File: src/rtl/fmcw_defines.sv
// Shared FMCW receive-chain defaults and the ADC capture controller state encoding.
package fmcw_defines;

    localparam int unsigned FMCW_DW         = 14;
    localparam int unsigned FMCW_CW         = 16;
    localparam int unsigned FMCW_SETTLE_DEF = 16;
    localparam int unsigned FMCW_FIR_TAPS   = 32;
    localparam int unsigned FMCW_DECIM      = 8;

    typedef enum logic [1:0] {
        CAP_IDLE    = 2'd0,
        CAP_ARMED   = 2'd1,
        CAP_SETTLE  = 2'd2,
        CAP_CAPTURE = 2'd3
    } cap_state_t;

endpackage

File: src/rtl/adc_out_reg.sv
// One-entry valid/ready output register carrying a sample and its frame markers.
module adc_out_reg #(
    parameter int unsigned DW = 14
) (
    input  logic          clk_i,
    input  logic          rst_i,
    input  logic          clr_i,
    input  logic          load_i,
    input  logic [DW-1:0] data_i,
    input  logic          first_i,
    input  logic          last_i,
    input  logic          ready_i,
    output logic [DW-1:0] data_o,
    output logic          valid_o,
    output logic          first_o,
    output logic          last_o,
    output logic          full_o
);

    assign full_o = valid_o;

    always_ff @(posedge clk_i or posedge rst_i) begin
        if (rst_i) begin
            data_o  <= '0;
            valid_o <= 1'b0;
            first_o <= 1'b0;
            last_o  <= 1'b0;
        end else if (clr_i) begin
            data_o  <= '0;
            valid_o <= 1'b0;
            first_o <= 1'b0;
            last_o  <= 1'b0;
        end else if (load_i) begin
            // a load in the same cycle as a consume simply replaces the entry
            data_o  <= data_i;
            valid_o <= 1'b1;
            first_o <= first_i;
            last_o  <= last_i;
        end else if (valid_o && ready_i) begin
            valid_o <= 1'b0;
            first_o <= 1'b0;
            last_o  <= 1'b0;
        end
    end

endmodule

File: src/rtl/adc_capture_ctrl.sv
// Per-chirp ADC capture sequencer: flush, settle discard, N-sample framed output.
// FMCW_ADC_CAPTURE_CONT_EN: re-arm after each frame instead of returning to idle.
module adc_capture_ctrl
    import fmcw_defines::*;
#(
    parameter int unsigned DW         = FMCW_DW,
    parameter int unsigned CW         = FMCW_CW,
    parameter int unsigned SETTLE_DEF = FMCW_SETTLE_DEF
) (
    input  logic          clk_i,
    input  logic          rst_i,
    input  logic          arm_i,
    input  logic          abort_i,
    input  logic [CW-1:0] settle_i,
    input  logic [CW-1:0] nsamp_i,
    input  logic          chirp_i,
    input  logic [DW-1:0] data_i,
    input  logic          valid_i,
    output logic          dp_ce_o,
    output logic          dp_flush_o,
    output logic [DW-1:0] data_o,
    output logic          valid_o,
    input  logic          ready_i,
    output logic          first_o,
    output logic          last_o,
    output logic          busy_o,
    output logic          ovf_o
);

`ifdef FMCW_ADC_CAPTURE_CONT_EN
    localparam cap_state_t FRAME_DONE_ST = CAP_ARMED;
`else
    localparam cap_state_t FRAME_DONE_ST = CAP_IDLE;
`endif

    cap_state_t    state;
    logic [CW-1:0] settle_cfg;
    logic [CW-1:0] nsamp_cfg;
    logic [CW-1:0] settle_cnt;
    logic [CW-1:0] samp_cnt;
    logic          out_full;
    logic          cap_load;
    logic          cap_first;
    logic          cap_last;
    logic          ovf_hit;

    always_comb begin
        cap_load  = 1'b0;
        ovf_hit   = 1'b0;
        cap_first = (samp_cnt == '0);
        cap_last  = (samp_cnt == nsamp_cfg - CW'(1));
        if (!abort_i && state == CAP_CAPTURE && valid_i) begin
            if (out_full && !ready_i)
                ovf_hit = 1'b1;
            else
                cap_load = 1'b1;
        end
    end

    always_ff @(posedge clk_i or posedge rst_i) begin
        if (rst_i) begin
            state      <= CAP_IDLE;
            settle_cfg <= CW'(SETTLE_DEF);
            nsamp_cfg  <= '0;
            settle_cnt <= '0;
            samp_cnt   <= '0;
            dp_ce_o    <= 1'b0;
            dp_flush_o <= 1'b0;
            ovf_o      <= 1'b0;
        end else begin
            dp_flush_o <= 1'b0;
            if (abort_i) begin
                state   <= CAP_IDLE;
                dp_ce_o <= 1'b0;
            end else begin
                case (state)
                    CAP_IDLE: begin
                        if (arm_i && nsamp_i != '0) begin
                            settle_cfg <= settle_i;
                            nsamp_cfg  <= nsamp_i;
                            ovf_o      <= 1'b0;
                            state      <= CAP_ARMED;
                        end
                    end
                    CAP_ARMED: begin
                        if (chirp_i) begin
                            dp_flush_o <= 1'b1;
                            dp_ce_o    <= 1'b1;
                            settle_cnt <= '0;
                            samp_cnt   <= '0;
                            state      <= (settle_cfg == '0) ? CAP_CAPTURE : CAP_SETTLE;
                        end
                    end
                    CAP_SETTLE: begin
                        if (valid_i) begin
                            if (settle_cnt == settle_cfg - CW'(1))
                                state <= CAP_CAPTURE;
                            else
                                settle_cnt <= settle_cnt + CW'(1);
                        end
                    end
                    CAP_CAPTURE: begin
                        if (ovf_hit) begin
                            ovf_o   <= 1'b1;
                            dp_ce_o <= 1'b0;
                            state   <= CAP_IDLE;
                        end else if (cap_load) begin
                            if (cap_last) begin
                                dp_ce_o <= 1'b0;
                                state   <= FRAME_DONE_ST;
                            end else begin
                                samp_cnt <= samp_cnt + CW'(1);
                            end
                        end
                    end
                    default: state <= CAP_IDLE;
                endcase
            end
        end
    end

    assign busy_o = (state != CAP_IDLE) || out_full;

    adc_out_reg #(.DW(DW)) u_out_reg (
        .clk_i   (clk_i),
        .rst_i   (rst_i),
        .clr_i   (abort_i),
        .load_i  (cap_load),
        .data_i  (data_i),
        .first_i (cap_first),
        .last_i  (cap_last),
        .ready_i (ready_i),
        .data_o  (data_o),
        .valid_o (valid_o),
        .first_o (first_o),
        .last_o  (last_o),
        .full_o  (out_full)
    );

endmodule

File: config.mk
export PLATFORM = sky130hd
export DESIGN_NAME = adc_capture_ctrl
export DESIGN_NICKNAME = d
export VERILOG_FILES = /design/src/rtl/fmcw_defines.sv /design/src/rtl/adc_out_reg.sv /design/src/rtl/adc_capture_ctrl.sv
export SDC_FILE = /design/constraint.sdc
export NUM_CORES = 1
export LEC_CHECK = 0
export CAP_MARGIN = 25
export CORE_ASPECT_RATIO = 1.2
export CORE_MARGIN = 3
export CORE_UTILIZATION = 60
export DETAILED_ROUTE_END_ITERATION = 8
export PLACE_DENSITY = 0.84
export SLEW_MARGIN = 15
export SYNTH_ARGS = -nofsm -noshare
export SYNTH_HDL_FRONTEND = slang
export SYNTH_SLANG_ARGS = --single-unit
File: constraint.sdc
create_clock -name clk_i -period 6.7 [get_ports clk_i]
set_input_delay 0.67 -clock clk_i [delete_from_list [all_inputs] [get_ports clk_i]]
set_output_delay 0.67 -clock clk_i [all_outputs]
set_load 0.01 [all_outputs]
==> qor.txt, run 1 <==
number of enable flip-flop cells after synthesis: 0
sequential fraction of the synthesis area: 41.5%
Clk pin slew, worst setup/hold paths: 0.09 ns
via count: 4590
number of cells in the design after placement: 724
routability congestion estimate from global placement: 0.890
remaining max-slew budget at the tightest pin: 31.6%
proportion of synthesized flip-flops having asynchronous set or reset: 100%
worst slew pin tran: 1.03 ns
core area: 0.00829 mm^2
Arrival @ worst endpoint: 4.39 ns
Final setup violation count: 0
aggregate negative setup slack: 0 ns
cts-stage hold buffer count: 0
Port Buffers: 73
cell depth of the worst flop-to-flop path: 8
total of flip-flops plus latches after synthesis: 86
number of placement rows: 36
layout filler cell count: 620
largest voltage drop on the vdd net: 243 uV
hold depth: 2
CP Data Required Time: 6.98 ns
count of mapped cells out of synthesis: 558
outcome: finished, final reports clean
non-filler cells in the finished layout: 740
global-route total usage across every layer: 27.3%
Worst Path Max Fanout: 33
buffer type at the clock tree root: clkbuf_8
detailed-route wire length per cell: 17.5 um
setup repair after global routing missed its margin: no
syn_area_per_cell: 9.31 um^2
wire length of the first global-routing pass: 21700 um
number of clock buffers inserted by TritonCTS: 9
Crit. End Element: flop
total power: 2.00 mW
detailed-route DRC error count: 0
H-tree Lvls: 3
most frequent cells in the layout: dfrtp_1, clkdlybuf4s50_1, nand2_1, mux2_2
class of the most critical hold timing path: flop to flop
clock tree from TritonCTS: done
final routed wirelength across all metal layers: 13000 um
Netlist cell types: 62
number of clock sinks seen by CTS: 86
warning count from the yosys run: 0
max-cap violation count: 0
floorplan die area: 0.00981 mm^2
estimated wirelength of the detail-placed design: 9610 um
Post-DRT Antenna Nets: 0
Final Core Density: 75.2%
post-CTS setup buffer count: 0
final period utilization: 61.3%
kind of start point of the critical path: flop
netlist area before placement: 0.00519 mm^2
register-to-register setup slack: 2.59 ns
via count normalized by instance count: 6.20
via count of the first global-routing pass: 4533
endpoints failing hold: 0
Final Max Tran Viols: 0
number of DRC violations after detailed-routing iteration 0: 280
sum of overflow across all layers after global routing: 0
Initial Utilization: 62.7%
leading cell type in the layout, fill and taps excluded: dfrtp_1
Highest Clock Rate: 244 MHz
maximum clock path buffer count: 2
pwr/cell area: 321 mW/mm^2
largest net degree at the start of global routing: 61
count of TritonRoute iterations in the first routing pass: 5
post_cts resized: 0
number of nets at the end of the flow: 683
share of layout cells above drive strength 1: 10.4%
P&R area growth vs syn: 20.0%
Net Count, Synth: 620
post-layout min period: 4.11 ns
latest clock arrival within the worst-skew pair: 0.37 ns
start-to-end type of the worst setup path: flop to flop
worst hold slack across all endpoints: 0.546 ns
Die H: 108 um
leakage component of the power: 2.51 nW
Synth Flop Type: dfrtp_1
horizontal die dimension: 90.9 um
diode insertion count for antenna repair: 0
final setup skew: 0.00957 ns
IO Pins: 74
antenna violations before repair: 0
[cells by family (layout without fill, tap and decap cells)]
group / Yosys count / in the layout / share of synthesized area (%)
AO/OA/AOI/OAI: 112 / 112 / 15.0
XOR/XNOR: 35 / 35 / 5.90
adder cells (fa/ha/maj): 9 / 9 / 2.17
buffers and inverters: 53 / 121 / 3.95
flip-flops: 86 / 86 / 41.5
multiplexers: 34 / 34 / 7.57
AND/OR/NAND/NOR: 229 / 229 / 23.9
[registers in the layout, summed over array words and instances (netlist names)]
name and flops:
u_out_reg.data_o 14, nsamp_cfg 16, state 2, settle_cfg 16
samp_cnt 16, u_out_reg.first_o 1, dp_ce_o 1, u_out_reg.full_o 1
settle_cnt 16, dp_flush_o 1, u_out_reg.last_o 1, ovf_o 1
[final cells by class]
class                      count  area (um^2)  area share (%)
sequential                    86         2150            34.6
timing repair buffer          79          796            12.8
clock buffer                  11          141            2.27
clock inverter                 5         58.8           0.944
inverter                      26         98.8            1.59
multi-input combinational    419         2840            45.6
tap                          114          143            2.29
[through the flow]
| step | instance area, um^2 | setup WS [ns] |
|---|---|---|
| after floorplan | 5190 | 3.79 |
| after global placement | 6000 | 2.86 |
| after detailed placement | 6030 | 2.71 |
| after CTS | 6230 | 2.69 |
| after global routing | 6230 | 2.34 |
| final | 6230 | 2.59 |
[critical path, stage by stage, from the launching register on]
cell      delay [ns]
dfrtp_1         0.42
ha_1            0.86
clkinv_1        0.53
nor4b_2         0.36
buf_4           0.33
inv_1           0.09
o22ai_2         0.52
and2_1          0.63
mux2i_1         0.26
[metal layers]
| metal | vias up | track usage, % | share of wire [%] |
|---|---|---|---|
| li1 | 2175 | - | - |
| met1 | 2253 | 32.5 | 39 |
| met2 | 124 | 49.0 | 53 |
| met3 | 38 | 4.55 | 3.9 |
| met4 | 0 | 11.2 | 3.3 |
| met5 | - | 0 | 0 |
[where the power goes]
group	switching (mW)	internal [mW]
Combinational	0.395	0.383
Sequential	0.200	0.645
Clock	0.194	0.183
Total	0.789	1.21
[path summary, 6_finish.rpt]
check | to | startpoint
max | samp_cnt[0]$_DFFE_PP0P_ | state[1]$_DFFE_PP0P_
min | u_out_reg.last_o$_DFFE_PP0P_ | u_out_reg.last_o$_DFFE_PP0P_
min in group asynchronous | u_out_reg.data_o[0]$_DFFE_PP0P_ | rst_i
max in group asynchronous | settle_cfg[4]$_DFFE_PP1P_ | rst_i
max reg2reg | samp_cnt[0]$_DFFE_PP0P_ | state[1]$_DFFE_PP0P_
min reg2reg | u_out_reg.last_o$_DFFE_PP0P_ | u_out_reg.last_o$_DFFE_PP0P_
[Yosys cell counts, types with 3 or more instances]
cell	instances	area share [%]
xor2_1	15	2.5
inv_1	25	1.8
nand2_1	65	4.7
a21boi_0	3	0.43
a32o_1	7	1.3
or3_1	4	0.48
nor3_1	15	1.4
or2_2	3	0.36
nor2b_1	5	0.60
ha_1	9	2.2
xnor2_1	20	3.4
a21oi_1	17	1.6
nand3_1	14	1.3
clkbuf_1	22	1.6
nand3b_1	4	0.58
dfrtp_1	85	41
o221ai_1	3	0.51
a41o_1	4	0.77
nor4_1	15	1.8
a31oi_1	6	0.72
o21ai_0	27	2.6
or4_1	15	2.2
mux2_2	32	6.9
nor2_1	27	2.0
a211oi_1	3	0.43
nand2b_1	23	2.8
o211ai_1	19	2.7
nand4_1	13	1.6
and3_1	6	0.72
nand4b_1	4	0.67
buf_2	5	0.48
nor4b_1	4	0.67
nor3b_1	3	0.43
No activity file was read; power rests on OpenSTA's default activity.
==> inputs of run 2 (changes only) <==
Settings changed: CORE_UTILIZATION 60 to 50, PLACE_DENSITY 0.84 to 0.74.
Clock period 6.7 ns to 3.7 ns, I/O delays scaled along.
==> qor.txt, run 2 (same netlist as run 1, synthesis figures left out) <==
sum of overflow across all layers after global routing: 0 (unchanged)
clock tree from TritonCTS: done
number of clock sinks seen by CTS: 86 (unchanged)
endpoints failing hold: 0 (unchanged)
combinational share of power: 37.1% (-1.8 points)
P&R area growth vs syn: 22.4%
leading cell type in the layout, fill and taps excluded: dfrtp_1
Initial Utilization: 51.6% (-11 points)
Final Max Tran Viols: 0 (unchanged)
outcome: finished, final reports clean
setup repair after global routing missed its margin: no
wire length of the first global-routing pass: 21900 um (+0.54%)
via count: 4547 (-0.94%)
Largest stage delay, worst path: 0.73 ns (-0.13 ns)
remaining max-slew budget at the tightest pin: 45.7% (+14 points)
via count normalized by instance count: 6.01 (-3.2%)
number of DRC violations after detailed-routing iteration 0: 203 (-28%)
Slowest-stage cell, CP: nor4_1
final routed wirelength across all metal layers: 13100 um (+0.83%)
post-layout min period: 3.45 ns (-0.658 ns)
buffer type at the clock tree root: clkbuf_16
Crit. End Element: flop
largest net degree at the start of global routing: 55 (-9.8%)
final setup skew: 0.00540 ns (-0.00417 ns)
share of layout cells above drive strength 1: 11.3% (+0.87 points)
number of nets at the end of the flow: 688 (+0.73%)
horizontal die dimension: 99.0 um (+8.9%)
Die H: 118 um (+9.0%)
worst slew pin tran: 0.808 ns (-0.218 ns)
register-to-register setup slack: 0.25 ns (-2.34 ns)
cell depth of the worst flop-to-flop path: 8 (unchanged)
count of TritonRoute iterations in the first routing pass: 4 (-1)
IO Pins: 74 (unchanged)
CP Cell Sequence: nor4_1, nand4b_1, xnor2_1, nor4_1, a31oi_1, nand4_1, or4_1, nand2_1
startpoint of the worst-slack reg-to-reg timing path: settle_cfg[5]$_DFFE_PP0P_
Port Buffers: 73 (unchanged)
global-route total usage across every layer: 22.9% (-4.4 points)
routability congestion estimate from global placement: 0.880 (-1.2%)
maximum clock path buffer count: 2 (unchanged)
H-tree Lvls: 3 (unchanged)
relative contribution of the clock network to total power: 22.8% (+4.0 points)
detailed-route wire length per cell: 17.3 um (-1.4%)
Post-DRT Antenna Nets: 0 (unchanged)
CP Data Required Time: 3.99 ns (-2.99 ns)
Worst Path Max Fanout: 13 (-61%)
pwr/cell area: 601 mW/mm^2 (+87%)
worst hold slack across all endpoints: 0.271 ns (-0.275 ns)
post-CTS setup buffer count: 0 (unchanged)
Arrival @ worst endpoint: 3.74 ns (-0.65 ns)
start-to-end type of the worst setup path: flop to flop
switching part of the total: 38.7% (-0.71 points)
Final Core Density: 63.2% (-12 points)
Highest Clock Rate: 290 MHz (+19%)
diode insertion count for antenna repair: 0 (unchanged)
floorplan die area: 0.0116 mm^2 (+19%)
class of the most critical hold timing path: input pin to asynchronous set/reset pin
Internal: 2.34 mW (+93%)
latest clock arrival within the worst-skew pair: 0.35 ns (-0.02 ns)
Critical R2R Capture: settle_cnt[7]$_DFFE_PP0P_
via count of the first global-routing pass: 4550 (+0.38%)
Net Sw Power: 1.48 mW (+87%)
largest voltage drop on the vdd net: 325 uV (+34%)
Final setup violation count: 0 (unchanged)
max-cap violation count: 0 (unchanged)
kind of start point of the critical path: flop
Clk pin slew, worst setup/hold paths: 0.07 ns (-0.02 ns)
number of placement rows: 40 (+11%)
final period utilization: 93.2% (+32 points)
most used cell along the critical path: nor4_1
most frequent cells in the layout: dfrtp_1, clkdlybuf4s50_1, nand2_1, mux2_2
cts-stage hold buffer count: 0 (unchanged)
antenna violations before repair: 0 (unchanged)
aggregate negative setup slack: 0 ns (unchanged)
detailed-route DRC error count: 0 (unchanged)
number of clock buffers inserted by TritonCTS: 9 (unchanged)
post_cts resized: 0 (unchanged)
core area: 0.0101 mm^2 (+21%)
estimated wirelength of the detail-placed design: 9580 um (-0.29%)
leakage component of the power: 2.58 nW (+2.5%)
part of the total power dissipated in sequential elements: 40.1% (-2.2 points)
## run 2: changes by cell type in the layout (fill, tap and decap cells not counted), sizes merged
cell      previous run  this run
inv                 24        28
clkinvlp             2         1
buf                  6        11
clkbuf              11         9
bufinv               1         0
## run 2: stage by stage
step	cell area, um^2	power (mW)	setup WS (ns)	instances
floorplan	5190	2.51	0.795	558
global placement	6060	2.87	0.571	740
detailed placement	6060	2.95	0.370	740
CTS	6340	3.84	0.341	756
global route	6360	4.08	0.0408	757
finish	6360	3.82	0.252	757
## run 2: worst max-delay path: cells and delay by family (launching register included)
kind | cells | cell delay, ns
and+or+nand+nor | 6 | 2.27
xor gates and xnor gates | 1 | 0.22
DFF | 1 | 0.44
AOI/OAI and AO/OA | 1 | 0.45
## run 2: metal layers
layer,vias to the layer above,track usage (%),share of wire (%)
met2,103,41.3,55
met1,2227,26.6,38
met5,-,0,0
li1,2184,-,-
met3,33,4.62,3.8
met4,0,8.11,2.7
## run 2: worst max-delay path by stage
stage / depth (start not counted) / end / startpoint / slack (ns)
after floorplan: 12 / samp_cnt[12]$_DFFE_PP0P_ / nsamp_cfg[0]$_DFFE_PP0P_ / 0.79
after global placement: 10 / settle_cnt[7]$_DFFE_PP0P_ / settle_cfg[0]$_DFFE_PP0P_ / 0.57
after detailed placement: 8 / settle_cnt[7]$_DFFE_PP0P_ / settle_cfg[5]$_DFFE_PP0P_ / 0.37
after CTS: 8 / settle_cnt[7]$_DFFE_PP0P_ / settle_cfg[5]$_DFFE_PP0P_ / 0.34
after global routing: 10 / settle_cnt[7]$_DFFE_PP0P_ / settle_cfg[0]$_DFFE_PP0P_ / 0.04
final: 8 / settle_cnt[7]$_DFFE_PP0P_ / settle_cfg[5]$_DFFE_PP0P_ / 0.25
## run 2: area by class of cell
type / instances / area, um^2
inverters: 26 / 98.8
clock buffers: 9 / 225
clock inverters: 7 / 56.3
flip-flops and latches: 86 / 2150
fillers: 839 / 3700
repair buffers: 84 / 826
well taps: 126 / 158
multi-input cells: 419 / 2840
## run 2: power groups by stage
stage               clock (mW)  sequential [mW]  combinational [mW]
global route             0.932             1.57                1.57
detailed placement           0             1.54                1.41
global placement             0             1.52                1.35
finish                   0.869             1.53                1.42
CTS                      0.886             1.53                1.42
floorplan                    0             1.41                1.10
